[config.mk]
export PLATFORM = sky130hd
export DESIGN_NAME = aes_word_packer
export DESIGN_NICKNAME = d
export VERILOG_FILES = /design/src/rtl/aes_word_packer_pkg.sv /design/src/rtl/aes_word_packer_word_assembler.sv /design/src/rtl/aes_word_packer.sv
export SDC_FILE = /design/constraint.sdc
export NUM_CORES = 1
export LEC_CHECK = 0
export ABC_CLOCK_PERIOD_IN_PS = 3300
export CAP_MARGIN = 20
export CORE_MARGIN = 10
export CORE_UTILIZATION = 46
export DETAILED_ROUTE_END_ITERATION = 12
export PLACE_DENSITY = 0.82
export SYNTH_ARGS = -nofsm -noshare
export SYNTH_HDL_FRONTEND = slang
export SYNTH_SLANG_ARGS = --single-unit
[constraint.sdc]
create_clock -name clk -period 3.3 [get_ports clk]
set_input_delay 0.825 -clock clk [delete_from_list [all_inputs] [get_ports clk]]
set_output_delay 0.825 -clock clk [all_outputs]
set_load 0.02 [all_outputs]
[src/rtl/aes_word_packer_pkg.sv]
// Shared AES front-end definitions: block geometry and the packer control states.
package aes_word_packer_pkg;

   localparam int AES_BLK_W         = 128;
   localparam int AES_WORD_W        = 32;
   localparam int AES_WORDS_PER_BLK = 4;

   typedef enum logic [1:0] {
      RST    = 2'd0,
      RUN    = 2'd1,
      KEYGAP = 2'd2
   } aes_state_e;

endpackage

[src/rtl/aes_word_packer_word_assembler.sv]
// Collects N_WORDS words MSB-first into a shadow register; o_done fires combinationally
// on the accepted last word, with o_vec already carrying that word in its low slot.
module word_assembler #(
   parameter int WORD_W  = 32,
   parameter int N_WORDS = 4
) (
   input  logic                        clk,
   input  logic                        reset,
   input  logic                        i_load,
   input  logic                        i_clr,
   input  logic [WORD_W-1:0]           i_word,
   output logic                        o_done,
   output logic [N_WORDS*WORD_W-1:0]   o_vec
);

   localparam int CW = (N_WORDS > 1) ? $clog2(N_WORDS) : 1;
   localparam logic [CW-1:0] LAST = CW'(N_WORDS - 1);

   logic [CW-1:0]               r_cnt;
   logic [N_WORDS*WORD_W-1:0]   r_shadow;
   logic                        w_take;
   logic                        w_last;

   // A clear in the same cycle swallows the incoming word, including a final one.
   assign w_take = i_load && !i_clr;
   assign w_last = (r_cnt == LAST);
   assign o_done = w_take && w_last;

   always_comb begin
      o_vec              = r_shadow;
      o_vec[WORD_W-1:0]  = i_word;
   end

   always_ff @(posedge clk) begin
      if (reset) begin
         r_cnt    <= '0;
         r_shadow <= '0;
      end else if (i_clr) begin
         r_cnt <= '0;
      end else if (i_load) begin
         for (int i = 0; i < N_WORDS; i++) begin
            if (r_cnt == CW'(N_WORDS - 1 - i))
               r_shadow[i*WORD_W +: WORD_W] <= i_word;
         end
         r_cnt <= w_last ? '0 : r_cnt + CW'(1);
      end
   end

endmodule

[src/rtl/aes_word_packer.sv]
// Packs 32-bit words into AES-128 keys and plaintext blocks for a pipeline with no back-pressure.
// Handshake: a word transfers on any rising edge where in_valid && in_ready; in_ready is registered.
module aes_word_packer
   import aes_word_packer_pkg::*;
#(
   parameter int WORD_W = AES_WORD_W,
   parameter int DATA_W = AES_BLK_W,
   parameter int KEY_L  = AES_BLK_W,
   parameter int CNT_W  = 32
) (
   input  logic                clk,
   input  logic                reset,
   input  logic                in_valid,
   output logic                in_ready,
   input  logic [WORD_W-1:0]   in_data,
   input  logic                in_is_key,
   input  logic                sync_clr,
   output logic                data_valid_out,
   output logic [DATA_W-1:0]   plain_text,
   output logic                cipherkey_valid_out,
   output logic [KEY_L-1:0]    cipher_key,
   output logic [CNT_W-1:0]    blk_cnt,
   output logic                err_nokey,
   output aes_state_e          o_dbg_state
);

   aes_state_e          r_state;
   logic                r_in_ready;
   logic                r_data_valid;
   logic [DATA_W-1:0]   r_plain;
   logic                r_key_valid;
   logic [KEY_L-1:0]    r_key;
   logic [CNT_W-1:0]    r_blk_cnt;
   logic                r_err;

   logic                w_accept;
   logic                w_key_done;
   logic                w_data_done;
   logic [KEY_L-1:0]    w_key_vec;
   logic [DATA_W-1:0]   w_data_vec;

   assign w_accept = in_valid && r_in_ready;

   word_assembler #(.WORD_W(WORD_W), .N_WORDS(AES_WORDS_PER_BLK)) u_key_asm (
      .clk    (clk),
      .reset  (reset),
      .i_load (w_accept && in_is_key),
      .i_clr  (sync_clr),
      .i_word (in_data),
      .o_done (w_key_done),
      .o_vec  (w_key_vec)
   );

   word_assembler #(.WORD_W(WORD_W), .N_WORDS(AES_WORDS_PER_BLK)) u_data_asm (
      .clk    (clk),
      .reset  (reset),
      .i_load (w_accept && !in_is_key),
      .i_clr  (sync_clr),
      .i_word (in_data),
      .o_done (w_data_done),
      .o_vec  (w_data_vec)
   );

   // KEYGAP drops in_ready for one cycle so no block ever coincides with a key switch.
   always_ff @(posedge clk) begin
      if (reset) begin
         r_state      <= RST;
         r_in_ready   <= 1'b0;
         r_data_valid <= 1'b0;
         r_plain      <= '0;
         r_key_valid  <= 1'b0;
         r_key        <= '0;
         r_blk_cnt    <= '0;
         r_err        <= 1'b0;
      end else begin
         r_data_valid <= 1'b0;
         case (r_state)
            RST: begin
               r_state    <= RUN;
               r_in_ready <= 1'b1;
            end
            RUN: begin
               if (w_key_done) begin
                  r_state    <= KEYGAP;
                  r_in_ready <= 1'b0;
               end
            end
            KEYGAP: begin
               r_state    <= RUN;
               r_in_ready <= 1'b1;
            end
            default: begin
               r_state    <= RST;
               r_in_ready <= 1'b0;
            end
         endcase

         if (w_key_done) begin
            r_key       <= w_key_vec;
            r_key_valid <= 1'b1;
         end

         if (w_data_done) begin
            if (r_key_valid) begin
               r_plain      <= w_data_vec;
               r_data_valid <= 1'b1;
               r_blk_cnt    <= r_blk_cnt + CNT_W'(1);
            end else begin
               r_err <= 1'b1;
            end
         end
      end
   end

   assign in_ready            = r_in_ready;
   assign data_valid_out      = r_data_valid;
   assign plain_text          = r_plain;
   assign cipherkey_valid_out = r_key_valid;
   assign cipher_key          = r_key;
   assign blk_cnt             = r_blk_cnt;
   assign err_nokey           = r_err;
   assign o_dbg_state         = r_state;

endmodule

; ---- Yosys cells after proc, flatten, opt, wreduce, memory -nomap -nowiden
; Index checks and enable logic that the tools add are counted.
[totals]
register_bits = 490
in_bits = 37
output_inout_bits = 294
word_cells = 61
[classes]
add_sub_neg = 3
n_eq_ne = 9
n_mux = 7
bitwise = 3
reduce_logical = 23
[op_table]
columns = op, n
row1 = $add A32 B1 Y32 const B, 1
row2 = $reduce_and A3 Y1, 6
row3 = $eq A2 B2 Y1 const B, 5
row4 = $logic_and A1 B1 Y1, 7
row5 = $eq A2 B1 Y1 const B, 3
row6 = $logic_not A2 Y1, 3
row7 = $mux W2, 3
row8 = $reduce_or A2 Y1, 3
row9 = $add A2 B1 Y2 const B, 2
row10 = $pmux W2 S2, 1
row11 = $reduce_and A2 Y1, 2
row12 = $not A1 Y1, 3
row13 = $logic_not A1 Y1, 2
row14 = $mux W1, 2
row15 = $ne A2 B1 Y1 const B, 1
row16 = $pmux W1 S2, 1

; ---- Longest topological paths before layout
; Gate-level depths: netlist of run 1.
[depth]
word_depth = 6
mapped_depth = 7

; ---- Cells and area by module
; Synthesis of run 1 repeated with hierarchy kept, for this count alone.
[unflattened]
hier_cells = 1964
area_unflattened_um2 = 19062.0
[by_module_without_submodules]
columns = module, instances, cells_per_inst, area_each_um2
row1 = aes_word_packer, 1, 1170, 10476.3
row2 = word_assembler, 2, 397, 4292.9

; ---- Least setup slack after synthesis of run 1
; No wires, ideal clock.
[synth_path]
path_type = input to register
start = in in_is_key
end = reg r_blk_cnt[25], in the netlist blk_cnt[25]
arrival_time_ns = 2.077
slack_ns = 1.102
cell_stages = 4
path_buffers = 0
path_cell_list = nand3b_1 > or4_1 > nor3_1 > mux2_2
[synth_via]
elab_chain_len = 5
[synth_lines]
columns = element, line_no
row1 = from (decl), aes_word_packer.sv:16  ; input logic in_is_key,
row2 = $logic_not A1 Y1, aes_word_packer.sv:57  ; .i_load (w_accept && !in_is_key),
row3 = $logic_and A1 B1 Y1, aes_word_packer.sv:57
row4 = $logic_and A1 B1 Y1, aes_word_packer_word_assembler.sv:25  ; assign w_take = i_load && !i_clr;
row5 = $logic_and A1 B1 Y1, aes_word_packer_word_assembler.sv:27  ; assign o_done = w_take && w_last;
row6 = $reduce_and A2 Y1 (no source line), n/a
row7 = to (signal assigned), aes_word_packer.sv:107  ; r_blk_cnt <= r_blk_cnt + CNT_W'(1);
row8 = to (decl), aes_word_packer.sv:33  ; logic [CNT_W-1:0] r_blk_cnt;
; No other way between the ends.
; A chain may end at the register's enable or synchronous reset.

==> results of run 1 <==
## routing by layer
| metal | wire length (µm) | track usage (%) | vias to the layer above |
|---|---|---|---|
| li1 | - | - | 7686 |
| met1 | 22900 | 28.4 | 7747 |
| met2 | 29600 | 41.7 | 716 |
| met3 | 5160 | 5.76 | 145 |
| met4 | 2870 | 12.8 | 0 |
| met5 | 0 | 0 | - |
## area by class of cell
class | instances | area share (%)
Clock buffer | 68 | 6.20
Clock inverter | 18 | 0.617
Inverter | 6 | 0.0991
Multi-Input combinational cell | 1541 | 30.6
Sequential cell | 489 | 43.1
Tap cell | 511 | 2.81
Timing Repair Buffer | 372 | 16.6
## state kept, by name, indices dropped and copies added (netlist names)
register / cells
plain_text: 128
u_key_asm.r_cnt: 2
u_data_asm.r_shadow: 96
cipher_key: 128
data_valid_out: 1
u_key_asm.r_shadow: 96
u_data_asm.r_cnt: 2
cipherkey_valid_out: 1
err_nokey: 1
o_dbg_state: 2
blk_cnt: 32
## cells in the mapped netlist, types with 6 or more instances
master	count
and2_1	8
or4_1	13
a21oi_1	473
nand2_1	920
ha_1	9
nor2_1	11
buf_4	33
or3_1	8
o21ai_0	9
buf_1	14
nand3_1	14
nor3_1	9
inv_1	6
clkbuf_1	91
o31ai_1	13
buf_2	54
and4_1	8
dfxtp_1	489
## worst min-delay path, stage by stage (launching register included)
cell and delay (ns):
dfxtp_1 0.31, nand2_1 0.05, a21oi_1 0.05
## cell families (layout without fill, tap and decap cells)
group | Yosys count | count (layout) | share of synthesized area (%)
simple gates | 1022 | 1022 | 23.5
mux | 5 | 5 | 0.305
buf+inv | 200 | 464 | 5.42
flops | 489 | 489 | 55.4
xor+xnor | 5 | 5 | 0.248
compound gates | 500 | 500 | 14.4
fa+ha+maj | 9 | 9 | 0.637
## report_power, final
part           switching (mW)  leakage (nW)  internal, mW
logic                   0.276          2.67        0.0825
registers              0.0116          3.94          5.92
clock network            2.32         0.771          3.06
total                    2.61          7.38          9.06
## worst max path at each step
stage                               endpoint  slack (ns)  cells after the start
floorplan           blk_cnt[25]$_SDFFE_PP0P_        1.10                      4
global placement    blk_cnt[21]$_SDFFE_PP0P_        0.29                      5
detailed placement  blk_cnt[18]$_SDFFE_PP0P_        0.21                      5
CTS                           o_dbg_state[0]        0.63                      1
global route                  o_dbg_state[0]        0.61                      1
finish                              in_ready        0.66                      1
==> metrics.md, run 1 <==
| Metric | Value |
|---|---|
| Outcome | `complete, no violations` |
| Buf/Inv on CP | `1` |
| I/O Buffers | `330` |
| Worst EP required | `2.47 ns` |
| CP startpoint kind | `flip-flop` |
| Reg2reg end | `blk_cnt[18]$_SDFFE_PP0P_` |
| # IOs | `331` |
| Total Power | `11.7 mW` |
| Synth warnings | `0` |
| Initial core utilization | `46.8%` |
| Grt total ovfl | `0` |
| Antenna diodes | `0` |
| Area of the die | `46,600 µm²` |
| Longest Clk Path Bufs | `3` |
| Chip height | `216 µm` |
| Number of synthesized flops with an enable pin | `0` |
| Syn nets | `2,276` |
| Final HPWL from detailed placement | `39,200 µm` |
| FILL cells | `3,178` |
| Routed WL | `60,500 µm` |
| Max Slew Vio Count | `0` |
| Crit. Startpoint | `o_dbg_state[0]$_SDFFE_PP0P_` |
| Critical-path cell list | `clkdlybuf4s50_1` |
| Htree depth | `2` |
| Mapped Avg Cell Area | `7.92 µm²` |
| Commonest non-fill, non-tap cell in the layout | `nand2_1` |
| Endpoint, Worst Hold | `plain_text[109]$_SDFFE_PP0P_` |
| Vias/cell | `5.42` |
| R2r worst-path depth | `5` |
| Slowest-stage cell, CP | `clkdlybuf4s50_1` |
| Dominant synthesized flop cell | `dfxtp_1` |
| Post-Syn Instances | `2,230` |
| CP Capture Type | `primary output` |
| Initial drt markers | `1,524` |
| CTS Buf Count | `49` |
| Global-route wire length before repair | `89,800 µm` |
| Via count | `16,300` |
| Post-DP Area | `21,200 µm²` |
| Max_cap viols | `0` |
| Setup ws final | `0.664 ns` |
| Fmax | `379 MHz` |
| Maximum VDD drop | `0.000394 V` |
| Max stage delay on crit path | `0.69 ns` |
| Clock skew | `0.0217 ns` |
| Fin crit period | `2.64 ns` |
| Hold Buf Count CTS | `0` |
| Most frequent cells in the layout | `nand2_1, dfxtp_1, a21oi_1` |
| Hold Startpoint | `u_data_asm.r_shadow[109]$_SDFFE_PP0P_` |
| Cell family with most CP delay | `buffers and inverters` |
| R2R Path Start | `u_data_asm.r_cnt[0]$_SDFFE_PP0P_` |
| Leakage | `7.38 nW` |
| Placed cells | `2,919` |
| Library cells used by synthesis | `40` |
| Fin nets | `2,505` |
| Clk pin slew, worst setup/hold paths | `0.06 ns` |
| Synth area leaders | `dfxtp_1, nand2_1, a21oi_1, clkbuf_1, buf_2` |
| Worst Hold Depth | `2` |
| Cell Area, Synth | `17,700 µm²` |
| Post-CTS setup buffer count | `0` |
| Drt wl/cell | `20.1 µm` |
| Pre-antenna DRT Iters | `5` |
| Setup violation total in the final timing report | `0` |
| Final Util | `60.2%` |
| PostCTS Resize Cnt | `0` |
| Seq cells post-synth | `489` |
| CTS Root Cell | `clkbuf_16` |
| Area taken by multi-input logic gates | `6950 µm²` |
| Post-synth top area cell | `dfxtp_1` |
| Largest net degree at the start of global routing | `133` |
| Power per cell area | `514 nW/µm²` |
| Setup TNS | `0 ns` |
| Class of the worst hold path | `flip-flop to flip-flop` |
| RSZ-0062 raised after global routing | `no` |
| GR Util All Layers | `24.6%` |
| DIE WIDTH | `216 µm` |
| DRC violations left | `0` |
| TritonCTS Sinks | `489` |
| Remaining antenna violation count | `0` |
| Area delta synth->final | `28.6%` |
| Initial antenna violation count | `0` |
| Fin. Hold Viols | `0` |
| CP arrival | `1.81 ns` |
| Design Area, Final | `22,700 µm²` |
| R2R Setup Slk | `0.89 ns` |
| Final cycle utilization of the critical path | `79.9%` |
| Top-area cell type share of the netlist area | `55.4%` |
| Worst slew pin tran | `0.985 ns` |
| Hold_ws | `0.438 ns` |
| Slew HR | `34.1%` |
| Core ar. | `37,800 µm²` |
| RePlAce Congestion | `0.880` |
| Clk_lat worst skew | `0.59 ns` |
| Vias in the first global route | `15,200` |
| Sequential standard cell area | `9790 µm²` |
| Register area share after synthesis | `55.4%` |
| Crit-path max FO | `8` |
| Setup WS pre-CTS | `0.212 ns` |
| CTS tree | `built` |
| Crit Path Class | `flip-flop to primary output` |
| Layout cells sized above 1 | `5.57%` |
| Asr flop ratio synth | `0%` |
| Final Non-Filler Cells | `3,005` |
| Row cnt | `71` |
No activity file was read; power rests on OpenSTA's default activity.
==> inputs of run 2 (changes only) <==
ABC_CLOCK_PERIOD_IN_PS = 2200   (was 3300)
PLACE_DENSITY = 0.85   (was 0.82)
clock period = 2.2 ns   (was 3.3 ns; I/O delays follow)
==> run 2 against run 1 <==
  * Count of clock-buffer cells in the layout decreased by 1
  * Utilization increased by 2.2 points
  * Die area unchanged
  * Sequential share of layout area decreased by 1.5 points
  * Largest power group unchanged
  * Via count increased by 2.9%
==> metrics.md, run 2 (synthesis gave the netlist of run 1 again) <==
| Metric | Value |
|---|---|
| Drt wl/cell | `20.2 µm` |
| FILL cells | `3,045` |
| Final HPWL from detailed placement | `40,400 µm` |
| Most frequent cells in the layout | `nand2_1, dfxtp_1, a21oi_1` |
| Initial drt markers | `1,457` |
| Max_cap viols | `0` |
| CTS tree | `built` |
| Crit Path Class | `flip-flop to primary output` |
| Sequential standard cell area | `9790 µm²` |
| Antenna diodes | `0` |
| Maximum VDD drop | `0.000578 V` |
| Fin nets | `2,568` |
| Final Non-Filler Cells | `3,073` |
| Row cnt | `71` |
| CTS Root Cell | `clkbuf_16` |
| Vias in the first global route | `16,100` |
| Clock skew | `0.0117 ns` |
| Grt total ovfl | `0` |
| Remaining antenna violation count | `0` |
| Post-CTS setup buffer count | `0` |
| Slowest-stage cell, CP | `clkdlybuf4s50_1` |
| Cell family with most CP delay | `buffers and inverters` |
| Core ar. | `37,800 µm²` |
| TritonCTS Sinks | `489` |
| CP arrival | `1.64 ns` |
| Worst EP required | `1.65 ns` |
| Crit-path max FO | `2` |
| Chip height | `216 µm` |
| R2r worst-path depth | `4` |
| Htree depth | `2` |
| Setup ws final | `0.00718 ns` |
| Max stage delay on crit path | `0.64 ns` |
| Pre-antenna DRT Iters | `7` |
| Final cycle utilization of the critical path | `99.7%` |
| Initial core utilization | `46.8%` |
| Layout cells sized above 1 | `7.96%` |
| Area of the die | `46,600 µm²` |
| Class of the worst hold path | `input pin to flip-flop` |
| Final Util | `62.4%` |
| Placed cells | `2,982` |
| Outcome | `complete, no violations` |
| Clk_lat worst skew | `0.59 ns` |
| Commonest non-fill, non-tap cell in the layout | `nand2_1` |
| Worst slew pin tran | `0.497 ns` |
| Worst Hold Depth | `2` |
| Routed WL | `62,200 µm` |
| RePlAce Congestion | `0.885` |
| GR Util All Layers | `25.5%` |
| Power per cell area | `775 nW/µm²` |
| Crit path depth | `1` |
| Area delta synth->final | `33.3%` |
| Max Slew Vio Count | `0` |
| Area taken by multi-input logic gates | `6950 µm²` |
| Vias/cell | `5.46` |
| DRC violations left | `0` |
| Buf/Inv on CP | `1` |
| Critical-path cell list | `clkdlybuf4s50_1` |
| CP startpoint kind | `flip-flop` |
| Via count | `16,800` |
| I/O Buffers | `330` |
| Total Power | `18.2 mW` |
| Fin. Hold Viols | `0` |
| Fmax | `456 MHz` |
| Hold Buf Count CTS | `0` |
| Largest net degree at the start of global routing | `93` |
| Initial antenna violation count | `2` |
| DIE WIDTH | `216 µm` |
| Hold_ws | `0.357 ns` |
| Global-route wire length before repair | `93,000 µm` |
| # IOs | `331` |
| CP Capture Type | `primary output` |
| Setup WS pre-CTS | `-0.275 ns` |
| Clk pin slew, worst setup/hold paths | `0.06 ns` |
| CTS Buf Count | `49` |
| Leakage | `8.11 nW` |
| Setup violation total in the final timing report | `0` |
| Slew HR | `66.8%` |
| Fin crit period | `2.19 ns` |
| Longest Clk Path Bufs | `3` |
-- run 2: changes by cell type in the layout (fill, tap and decap cells not counted), moves of 4 or more --
cell / previous run / this run
buf_4: 30 / 75
bufinv_16: 1 / 7
buf_12: 12 / 30
dlygate4sd2_1: 0 / 30
dlymetal6s2s_1: 0 / 8
clkbuf_8: 11 / 7
clkinv_4: 4 / 0
clkdlybuf4s50_1: 329 / 291
-- run 2: area by class of cell --
cell class | instances | area share, %
clock buffer | 67 | 5.79
clock inverter | 24 | 1.41
timing repair buffer | 435 | 18.9
sequential | 489 | 41.6
multi-input combinational | 1541 | 29.5
inverter | 6 | 0.0956
tap | 511 | 2.72
-- run 2: stage by stage --
step                instance area, µm²  setup TNS [ns]
floorplan                        17700               0
global placement                 21900          -41.61
detailed placement               21900          -57.80
CTS                              23500               0
global route                     23500        -0.00828
finish                           23500               0
-- run 2: worst paths after layout --
path | from | to | slack [ns]
worst max-delay path | err_nokey$_SDFFE_PP0P_ | err_nokey | 0.007
worst min-delay path | reset | plain_text[94]$_SDFFE_PP0P_ | 0.36
worst max register to register | blk_cnt[5]$_SDFFE_PP0P_ | blk_cnt[28]$_SDFFE_PP0P_ | 0.12
worst min register to register | u_key_asm.r_shadow[107]$_SDFFE_PP0P_ | cipher_key[107]$_SDFFE_PP0P_ | 0.44
-- run 2: what timing repair did --
item,in CTS,in global routing
endpoints found under the setup margin,30,8
resized for setup,30,8
cloned,0,0
-- run 2: routing by layer --
layer / vias up / global-route usage (%) / routed length [µm]
met5: - / 0 / 10
met4: 2 / 16.5 / 3930
met3: 187 / 6.17 / 5890
met2: 776 / 41.8 / 29400
met1: 7981 / 29.3 / 23000
li1: 7825 / - / -
-- run 2: power by group --
group / switching [mW] / total [mW] / internal [mW]
Clock: 3.56 / 8.75 / 5.19
Combinational: 0.436 / 0.604 / 0.168
Sequential: 0.0173 / 8.90 / 8.88
Total: 4.01 / 18.2 / 14.2
